`config.mk`:
```
export PLATFORM = sky130hd
export DESIGN_NAME = tcs3200_scan_ctrl
export DESIGN_NICKNAME = d
export VERILOG_FILES = /design/src/rtl/tcs3200_pkg.sv /design/src/rtl/tcs3200_scan_ctrl_edge_sync.sv /design/src/rtl/tcs3200_scan_ctrl.sv
export SDC_FILE = /design/constraint.sdc
export NUM_CORES = 1
export LEC_CHECK = 0
export CAP_MARGIN = 10
export CORE_AREA = 2 2 113 115
export CTS_BUF_LIST = sky130_fd_sc_hd__clkbuf_8
export DETAILED_ROUTE_END_ITERATION = 7
export DIE_AREA = 0 0 115 117
export HOLD_SLACK_MARGIN = 0.06
export PLACE_DENSITY = 0.81
export SETUP_SLACK_MARGIN = 0.02
export SLEW_MARGIN = 20
export SYNTH_ARGS = -nofsm -noshare
export SYNTH_HDL_FRONTEND = slang
export SYNTH_SLANG_ARGS = --single-unit
export TNS_END_PERCENT = 10
```
`constraint.sdc`:
```
create_clock -name clk -period 2.7 [get_ports clk]
set_input_delay 0.54 -clock clk [delete_from_list [all_inputs] [get_ports clk]]
set_output_delay 0.54 -clock clk [all_outputs]
set_load 0.005 [all_outputs]
```
`src/rtl/tcs3200_pkg.sv`:
```
// Shared filter codes, FSM states and colour-class codes for the TCS3200 scan controller.
package tcs3200_pkg;

  localparam logic [1:0] FILT_RED   = 2'b00;
  localparam logic [1:0] FILT_BLUE  = 2'b01;
  localparam logic [1:0] FILT_CLEAR = 2'b10;
  localparam logic [1:0] FILT_GREEN = 2'b11;

  localparam logic [1:0] CID_NONE  = 2'b00;
  localparam logic [1:0] CID_RED   = 2'b01;
  localparam logic [1:0] CID_GREEN = 2'b10;
  localparam logic [1:0] CID_BLUE  = 2'b11;

  typedef enum logic [2:0] {
    ST_IDLE   = 3'd0,
    ST_SETTLE = 3'd1,
    ST_GATE   = 3'd2,
    ST_STORE  = 3'd3,
    ST_DONE   = 3'd4
  } state_t;

  // Scan order is red, green, blue, clear; clear wraps back to red.
  function automatic logic [1:0] next_filt(input logic [1:0] f);
    case (f)
      FILT_RED:   next_filt = FILT_GREEN;
      FILT_GREEN: next_filt = FILT_BLUE;
      FILT_BLUE:  next_filt = FILT_CLEAR;
      default:    next_filt = FILT_RED;
    endcase
  endfunction

endpackage

```
`src/rtl/tcs3200_scan_ctrl_edge_sync.sv`:
```
// Two-flop synchronizer plus registered rising-edge pulse; a rise on d
// shows up on rise three clk cycles later.
module edge_sync (
  input  logic clk,
  input  logic rst_n,
  input  logic d,
  output logic rise
);

  logic r_meta;
  logic r_sync;
  logic r_prev;
  logic r_rise;

  // Synchronizer chain and edge detector
  always_ff @(posedge clk or negedge rst_n) begin
    if (!rst_n) begin
      r_meta <= 1'b0;
      r_sync <= 1'b0;
      r_prev <= 1'b0;
      r_rise <= 1'b0;
    end else begin
      r_meta <= d;
      r_sync <= r_meta;
      r_prev <= r_sync;
      r_rise <= r_sync & ~r_prev;
    end
  end

  assign rise = r_rise;

endmodule

```
`src/rtl/tcs3200_scan_ctrl.sv`:
```
// TCS3200 scan sequencer: steps S2/S3 through red, green, blue, clear, counts
// sensor edges per gate window and publishes all four counts together.
// Optional macro COLOR_CLASS_EN adds the color_id classification output.
module tcs3200_scan_ctrl
  import tcs3200_pkg::*;
#(
  parameter int GATE_CYCLES   = 50000,
  parameter int SETTLE_CYCLES = 100,
  parameter int CNT_W         = 16
) (
  input  logic             clk,
  input  logic             rst_n,
  input  logic             start,
  input  logic             freq_in,
  output logic             s2,
  output logic             s3,
  output logic             busy,
  output logic             done,
  output logic [CNT_W-1:0] red_cnt,
  output logic [CNT_W-1:0] green_cnt,
  output logic [CNT_W-1:0] blue_cnt,
  output logic [CNT_W-1:0] clear_cnt
`ifdef COLOR_CLASS_EN
  ,
  output logic [1:0]       color_id
`endif
);

  localparam int TMR_MAX = (GATE_CYCLES > SETTLE_CYCLES) ? GATE_CYCLES : SETTLE_CYCLES;
  localparam int TMR_W   = (TMR_MAX > 1) ? $clog2(TMR_MAX) : 1;
  localparam logic [TMR_W-1:0] SETTLE_LAST = TMR_W'(SETTLE_CYCLES - 1);
  localparam logic [TMR_W-1:0] GATE_LAST   = TMR_W'(GATE_CYCLES - 1);
  localparam logic [CNT_W-1:0] CNT_MAX     = {CNT_W{1'b1}};

  state_t             r_state;
  logic [1:0]         r_filt;
  logic [TMR_W-1:0]   r_tmr;
  logic [CNT_W-1:0]   r_edge;
  logic [CNT_W-1:0]   r_sh_red;
  logic [CNT_W-1:0]   r_sh_green;
  logic [CNT_W-1:0]   r_sh_blue;
  logic [CNT_W-1:0]   r_sh_clear;
  logic [CNT_W-1:0]   r_red;
  logic [CNT_W-1:0]   r_green;
  logic [CNT_W-1:0]   r_blue;
  logic [CNT_W-1:0]   r_clear;
  logic               r_busy;
  logic               r_done;
  logic               w_rise;

`ifdef COLOR_CLASS_EN
  localparam logic [CNT_W-1:0] CLR_MIN = CNT_W'(2 ** (CNT_W - 4));
  logic [1:0] r_cid;

  // Dim scenes report none; otherwise the strongest channel wins, ties red > green > blue.
  function automatic logic [1:0] classify(input logic [CNT_W-1:0] r, input logic [CNT_W-1:0] g,
                                          input logic [CNT_W-1:0] b, input logic [CNT_W-1:0] c);
    if (c < CLR_MIN)          classify = CID_NONE;
    else if (r >= g && r >= b) classify = CID_RED;
    else if (g >= b)          classify = CID_GREEN;
    else                      classify = CID_BLUE;
  endfunction

  assign color_id = r_cid;
`endif

  edge_sync u_sync (
    .clk   (clk),
    .rst_n (rst_n),
    .d     (freq_in),
    .rise  (w_rise)
  );

  // Scan sequencer with all outputs registered
  always_ff @(posedge clk or negedge rst_n) begin
    if (!rst_n) begin
      r_state    <= ST_IDLE;
      r_filt     <= FILT_RED;
      r_tmr      <= TMR_W'(0);
      r_edge     <= CNT_W'(0);
      r_sh_red   <= CNT_W'(0);
      r_sh_green <= CNT_W'(0);
      r_sh_blue  <= CNT_W'(0);
      r_sh_clear <= CNT_W'(0);
      r_red      <= CNT_W'(0);
      r_green    <= CNT_W'(0);
      r_blue     <= CNT_W'(0);
      r_clear    <= CNT_W'(0);
      r_busy     <= 1'b0;
      r_done     <= 1'b0;
`ifdef COLOR_CLASS_EN
      r_cid      <= CID_NONE;
`endif
    end else begin
      r_done <= 1'b0;
      case (r_state)
        ST_IDLE: begin
          if (start) begin
            r_state <= ST_SETTLE;
            r_busy  <= 1'b1;
            r_filt  <= FILT_RED;
            r_tmr   <= TMR_W'(0);
          end
        end
        ST_SETTLE: begin
          if (r_tmr == SETTLE_LAST) begin
            r_state <= ST_GATE;
            r_tmr   <= TMR_W'(0);
            r_edge  <= CNT_W'(0);
          end else begin
            r_tmr <= r_tmr + TMR_W'(1);
          end
        end
        ST_GATE: begin
          if (w_rise && (r_edge != CNT_MAX)) begin
            r_edge <= r_edge + CNT_W'(1);
          end
          if (r_tmr == GATE_LAST) begin
            r_state <= ST_STORE;
          end else begin
            r_tmr <= r_tmr + TMR_W'(1);
          end
        end
        ST_STORE: begin
          case (r_filt)
            FILT_RED:   r_sh_red   <= r_edge;
            FILT_GREEN: r_sh_green <= r_edge;
            FILT_BLUE:  r_sh_blue  <= r_edge;
            default:    r_sh_clear <= r_edge;
          endcase
          if (r_filt == FILT_CLEAR) begin
            r_state <= ST_DONE;
          end else begin
            r_filt  <= next_filt(r_filt);
            r_tmr   <= TMR_W'(0);
            r_state <= ST_SETTLE;
          end
        end
        ST_DONE: begin
          r_red   <= r_sh_red;
          r_green <= r_sh_green;
          r_blue  <= r_sh_blue;
          r_clear <= r_sh_clear;
`ifdef COLOR_CLASS_EN
          r_cid   <= classify(r_sh_red, r_sh_green, r_sh_blue, r_sh_clear);
`endif
          r_done  <= 1'b1;
          r_busy  <= 1'b0;
          r_filt  <= FILT_RED;
          r_state <= ST_IDLE;
        end
        default: begin
          r_state <= ST_IDLE;
          r_busy  <= 1'b0;
          r_filt  <= FILT_RED;
        end
      endcase
    end
  end

  assign s2        = r_filt[1];
  assign s3        = r_filt[0];
  assign busy      = r_busy;
  assign done      = r_done;
  assign red_cnt   = r_red;
  assign green_cnt = r_green;
  assign blue_cnt  = r_blue;
  assign clear_cnt = r_clear;

endmodule

```
==> Word level (Yosys, flattened, before mapping) <==
Index checks and enable logic that the tools add are counted.
{ "totals": {"register_bits": 171, "elab_cells": 78, "in_bits": 4, "output_inout_bits": 68} }
{ "classes": {"bitwise_logic": 5, "add_sub_neg": 2, "reduce_logical": 17, "eq_ne": 16, "mux": 20} }
{ "op_table": {"columns": ["operator", "n"], "rows": [
  ["2-to-1 mux 16 bit", 6],
  ["one-hot mux 16 bit (4 select lines)", 1],
  ["adder 16 x 1 -> 16 bit, second input constant", 2],
  ["one-hot mux 16 bit (2 select lines)", 1],
  ["== test 16 bit, second input constant", 1],
  ["== test 16 x 7 -> 1 bit, second input constant", 1],
  ["inequality test 16 bit, second input constant", 1],
  ["2-to-1 mux 3 bit", 4],
  ["inequality test 2 bit, second input constant", 6],
  ["one-hot mux 2 bit (3 select lines)", 2],
  ["one-hot mux 3 bit (4 select lines)", 1],
  ["AND reduction 2 bit", 5],
  ["AND reduction 3 bit", 3],
  ["== test 3 x 2 -> 1 bit, second input constant", 2],
  ["OR reduction 3 bit", 2],
  ["== test 2 bit, second input constant", 2],
  ["2-to-1 mux 2 bit", 2],
  ["inverter 1 bit", 4],
  ["AND reduction 4 bit", 1],
  ["nonzero test 4 bit", 1],
  ["== test 3 x 1 -> 1 bit, second input constant", 1],
  ["== test 3 bit, second input constant", 1],
  ["logical NOT 3 bit", 1],
  ["== test 2 x 1 -> 1 bit, second input constant", 1],
  ["other kinds (7)", 8]
]} }

==> Depth between registers and ports, before layout <==
{ "logic_depth": {"word_depth": 4, "mapped_depth": 7} }

==> Hierarchy <==
A second synthesis with hierarchy kept.
{ "unflattened": {"hier_cells": 554, "hier_area_um2": 7140.6} }
{ "by_module_without_submodules": {"columns": ["module", "instances", "seq_area_each_um2", "area_each_um2", "cells_per_inst"], "rows": [
  ["tcs3200_scan_ctrl", 1, 4179.0, 7026.7, 549],
  ["edge_sync", 1, 100.1, 113.9, 5]
]} }

==> Worst setup path before layout <==
No wires, ideal clock.
{ "synth_timing": {"kind": "register -> register", "from": "register r_tmr[11]", "to": "register r_tmr[7]", "path_buffers": 1, "t_required_ps": 2574, "t_arrival_ps": 2192, "period_less_slack_ps": 2318, "slack_ps": 382, "setup_ps": 126, "path_stages_with_launch": 7, "path_cell_list": "dfrtp_1 or4_4 or4_4 o21ai_4 nor2b_1 buf_2 a221o_1"} }
{ "synth_via": {"elab_chain_len": 3, "word_cells_on_any_way": 6, "classes_between": "3 x eq/ne; 2 x mux; 1 x reduce/logical"} }
{ "synth_lines": {"columns": ["element", "line", "rtl"], "rows": [
  ["from (decl)", "tcs3200_scan_ctrl.sv:37", "logic [TMR_W-1:0] r_tmr;"],
  ["from (signal assigned)", "tcs3200_scan_ctrl.sv:111", "r_tmr <= r_tmr + TMR_W'(1);"],
  ["from (signal assigned)", "tcs3200_scan_ctrl.sv:121", "r_tmr <= r_tmr + TMR_W'(1);"],
  ["== test 16 x 7 -> 1 bit or == test 16 bit (tied branches)", "tcs3200_scan_ctrl.sv:106, tcs3200_scan_ctrl.sv:118", null],
  ["2-to-1 mux 16 bit or inequality test 2 bit (tied branches)", null, null],
  ["one-hot mux 16 bit (4 select lines) or AND reduction 4 bit (tied branches)", null, null]
]} }
Several ways; a longest one is shown, not always the timed one.
A chain may end at the register's enable or synchronous reset.

==> Final worst setup path <==
{ "layout_timing": {"from": "register r_tmr[0]", "to": "register r_edge[1]"} }
{ "layout_via": {"elab_chain_len": 3} }
{ "layout_lines": {"columns": ["element", "line", "rtl"], "rows": [
  ["== test 16 x 7 -> 1 bit", "tcs3200_scan_ctrl.sv:106", "if (r_tmr == SETTLE_LAST) begin"],
  ["inequality test 2 bit (no line)", null, null],
  ["AND reduction 3 bit (no line)", null, null],
  ["to (signal assigned)", "tcs3200_scan_ctrl.sv:116", "r_edge <= r_edge + CNT_W'(1);"],
  ["to (decl)", "tcs3200_scan_ctrl.sv:38", "logic [CNT_W-1:0] r_edge;"]
]} }
Every way passes these cells.

==> summary.md <==
| Metric | Value |
|---|---|
| Fraction of synthesized cell area taken by the top area cell type | 60.5% |
| Die area | between 10000 and 15000 sq um |
| Flop-to-flop setup slack | 290 ps |
| DP Wirelength | 10300 microns |
| LEAKAGE | 3.92 nW |
| # DRC | 0 |
| Achievable Freq | 416 MHz |
| Hold path depth | 0 |
| Syn_nets | 574 |
| Combinational fraction of design power | 1.4% |
| Slowest cell on crit path | or4bb_1 |
| Slew Limit Headroom | 40.4% |
| Async SR Flop Fraction | 100% |
| Mux contribution to synthesized area | 16.4% |
| Run status | completed |
| Clock latency on the worst-skew pair | 460 ps |
| Die X | 115 microns |
| Final TNS setup | 0 ps |
| Synth unique cells | between 50 and 60 |
| Std cell rows | 41 |
| CTS clk-pin slew, worst paths | 90 ps |
| Xor/xnor cell area share of the yosys netlist | 0% |
| Crit. End Element | register |
| Worst vdd ir | ~0.25 mV |
| Switching power | 0.972 mW |
| Worst Hold Endpoint | u_sync.r_sync$_DFF_PN0_ |
| Wire per inst | 18.4 microns |
| Clock network fraction of total power | 39.9% |
| Hold path start | u_sync.r_meta$_DFF_PN0_ |
| Via density | 5.83 |
| Largest family of logic cells by synthesized area | multiplexers |
| Worst slew pin tran | just under 900 ps |
| Post-synth EDFFs | 0 |
| CP max stage delay | 530 ps |
| Sequential power share | 58.7% |
| Ys Warns | 0 |
| WL final | approximately 15000 microns |
| CP Launch Type | register |
| R2R Path End | r_edge[1]$_DFFE_PN0P_ |
| Ant. Diodes | 0 |
| Final Hold Viols | 0 |
| Crit path required time | 3080 ps |
| Sw Share | ~22% |
| Sequential area share after synthesis | 60.5% |
| Final GP Congestion | approximately 0.85 |
| Initial Utilization | between 50% and 60% |
| Max Slew Vio Count | 0 |
| Critical path class | register to register |
| Post-Synthesis Cell Area | 7070 sq um |
| Initial antenna violation count | 0 |
| Worst Skew | roughly 9.8 ps |
| Design Area, Final | 8480 sq um |
| Crit path DAT | 2780 ps |
| Port Buffer Count | between 70 and 80 |
| Initial DRC count | 400 |
| Top-count cell post-synth | dfrtp_1 |
| Syn Area/Cell | between 10 and 15 sq um |
| First-pass GRT wire length | 24400 microns |
| Worst path cell trace | ha_1 > or4bb_1 > nor4_2 > nor2_1 > a2111oi_4 > buf_6 > mux2i_1 |
| Synth Register Bits | about 170 |
| Internal Power | 3.39 mW |
| Die Y | approximately 120 microns |
| Total grt overflow | 0 |
| Number of global-route vias before repair | between 4000 and 5000 |
| Complex-gate fraction of the synthesized area | 9.88% |
| Gr usage total | about a quarter |
| Area leader, netlist | dfrtp_1 |
| Tcrit/Tclk final | between 80% and 90% |
| CTS Sinks | 171 |
| Clock Tree Buf Depth | 2 |
| Area contributors post-synth | dfrtp_1, mux2_2, nand2_1, o21ai_0, ha_1 |
| Total CTS buffers | 17 |
| Pin count of the biggest net entering global routing | 66 |
| Area grow syn2layout | 19.9% |
| Most frequent cells after synthesis | dfrtp_1, mux2_2, nand2_1 |
| Hold Crit Class | register to register |
| Worst Path Max Fanout | 16 |
| Root Driver | clkbuf_8 |
| Synth Area in Adders | 1.24% |
| Unrepaired setup endpoints after global routing | false |
| Power per standard cell area | 515 nW/um^2 |
| CTS H-tree lvls | 4 |
| Post-Syn Instances | 563 |
| CORE AREA | 12300 sq um |
| IO Pins | 72 |
| Post-layout nets | 660 |
| CTS tree | done |
| Antenna-violating nets left | 0 |
| Final setup viols | 0 |
| Drt first pass iters | 5 |
| Worst r2r path cells | 7 |
| Top_reg_cell synth | dfrtp_1 |
| Vias | 4737 |
| Crit path time final | 2410 ps |
| Reg2reg start | r_tmr[0]$_DFFE_PN0P_ |
| CP startpoint | r_tmr[0]$_DFFE_PN0P_ |
| Placed inst area | 8080 sq um |
| Layout cell share with drive strength beyond 1 | 25.7% |
| Hold WS | approximately 370 ps |
| Max-Cap Viols | 0 |
| Pwr Total | 4.37 mW |
| Post-CTS setup buffers | 0 |
| Post-Synth Simple-Gate Area | 9.47% |
## per-layer routing
metal	global-route usage, %	vias to the layer above	routed length, microns
li1	-	2199	-
met3	4.99	16	668
met1	31.6	2386	6430
met2	39.5	136	7610
met5	0	-	0
met4	8.43	0	197
## metrics by stage
stage | utilization (%) | cells | setup WS [ps]
2_1_floorplan | - | 563 | 382
3_3_place_gp | 65.6 | 779 | 348
3_5_place_dp | 65.6 | 779 | 230
4_1_cts | 68.8 | 812 | 269
5_1_grt | 68.9 | 812 | 46.5
6_report | 68.9 | 812 | 294
## how the worst max path moves through the flow
| stage | slack (ps) | depth (start not counted) | to |
|---|---|---|---|
| finish | 290 | 7 | r_edge[1]$_DFFE_PN0P_ |
| global route | 50 | 7 | r_edge[1]$_DFFE_PN0P_ |
| CTS | 270 | 7 | r_edge[1]$_DFFE_PN0P_ |
| detailed placement | 230 | 7 | r_tmr[11]$_DFFE_PN0P_ |
| global placement | 350 | 6 | r_tmr[2]$_DFFE_PN0P_ |
| floorplan | 380 | 6 | r_tmr[7]$_DFFE_PN0P_ |
## placed cells by master, fill, tap and decap left out, types with 3 or more instances in the layout
master | synthesis | layout
a21boi_0 | 3 | 3
a21o_1 | 6 | 6
a21oi_1 | 8 | 8
a22o_1 | 7 | 7
a22oi_1 | 4 | 4
a31oi_1 | 12 | 12
a41oi_1 | 5 | 5
and4_1 | 3 | 3
buf_12 | 0 | 3
buf_4 | 1 | 22
clkbuf_8 | 0 | 17
clkdlybuf4s50_1 | 0 | 70
clkinv_2 | 0 | 5
clkinv_4 | 0 | 3
dfrtp_1 | 171 | 171
ha_1 | 7 | 7
inv_1 | 14 | 15
mux2_2 | 102 | 102
nand2_1 | 55 | 55
nand2b_1 | 4 | 4
nand3_1 | 14 | 14
nand4_1 | 6 | 6
nor2_1 | 19 | 19
nor2b_1 | 3 | 3
nor3_1 | 9 | 9
o21ai_0 | 35 | 35
o31ai_1 | 5 | 5
or2_2 | 3 | 3
## state kept, by name (all words and copies together) (netlist names)
register / count
r_sh_clear: 16
u_sync.r_prev: 1
u_sync.rise: 1
clear_cnt: 16
r_tmr: 16
r_edge: 16
r_state: 3
r_sh_green: 16
u_sync.r_sync: 1
u_sync.r_meta: 1
blue_cnt: 16
red_cnt: 16
done: 1
green_cnt: 16
r_sh_blue: 16
r_sh_red: 16
busy: 1
r_filt: 2
## logic make-up after synthesis
kind of cell / after synthesis
AOI/OAI and AO/OA: 102
adders and majority gates: 7
and+or+nand+nor: 135
buffers and inverters: 45
muxes: 103
DFF: 171
## layout make-up
type	instances	area, sq um
fill	912	3830
tap	150	188
inverter	14	52.6
multi-input combinational	347	2620
clock buffer	17	234
timing repair buffer	98	958
sequential	171	4280
clock inverter	15	150
## power by group through the flow
stage	Sequential, mW	Clock [mW]	Combinational, mW
6_report	2.56	1.74	0.0614
5_1_grt	2.56	1.86	0.0735
4_1_cts	2.56	1.78	0.0655
3_5_place_dp	2.61	0	0.0642
3_3_place_gp	2.61	0	0.0621
2_1_floorplan	2.61	0	0.000542
## timing repair
| action | in CTS | in global routing |
|---|---|---|
| setup endpoints to repair | 0 | 1 |
| hold buffers | 1 | 0 |
| hold endpoints to repair | 10 | 0 |
| gates resized for setup | 0 | 1 |
## critical path, delay by kind of cell, from the launching register on
family / cells / cell delay (ps)
compound gates: 1 / 350
fa+ha+maj: 1 / 230
buf+inv: 1 / 220
flops: 1 / 410
mux: 1 / 200
simple gates: 3 / 910
Power figures use the tool's default switching activity.
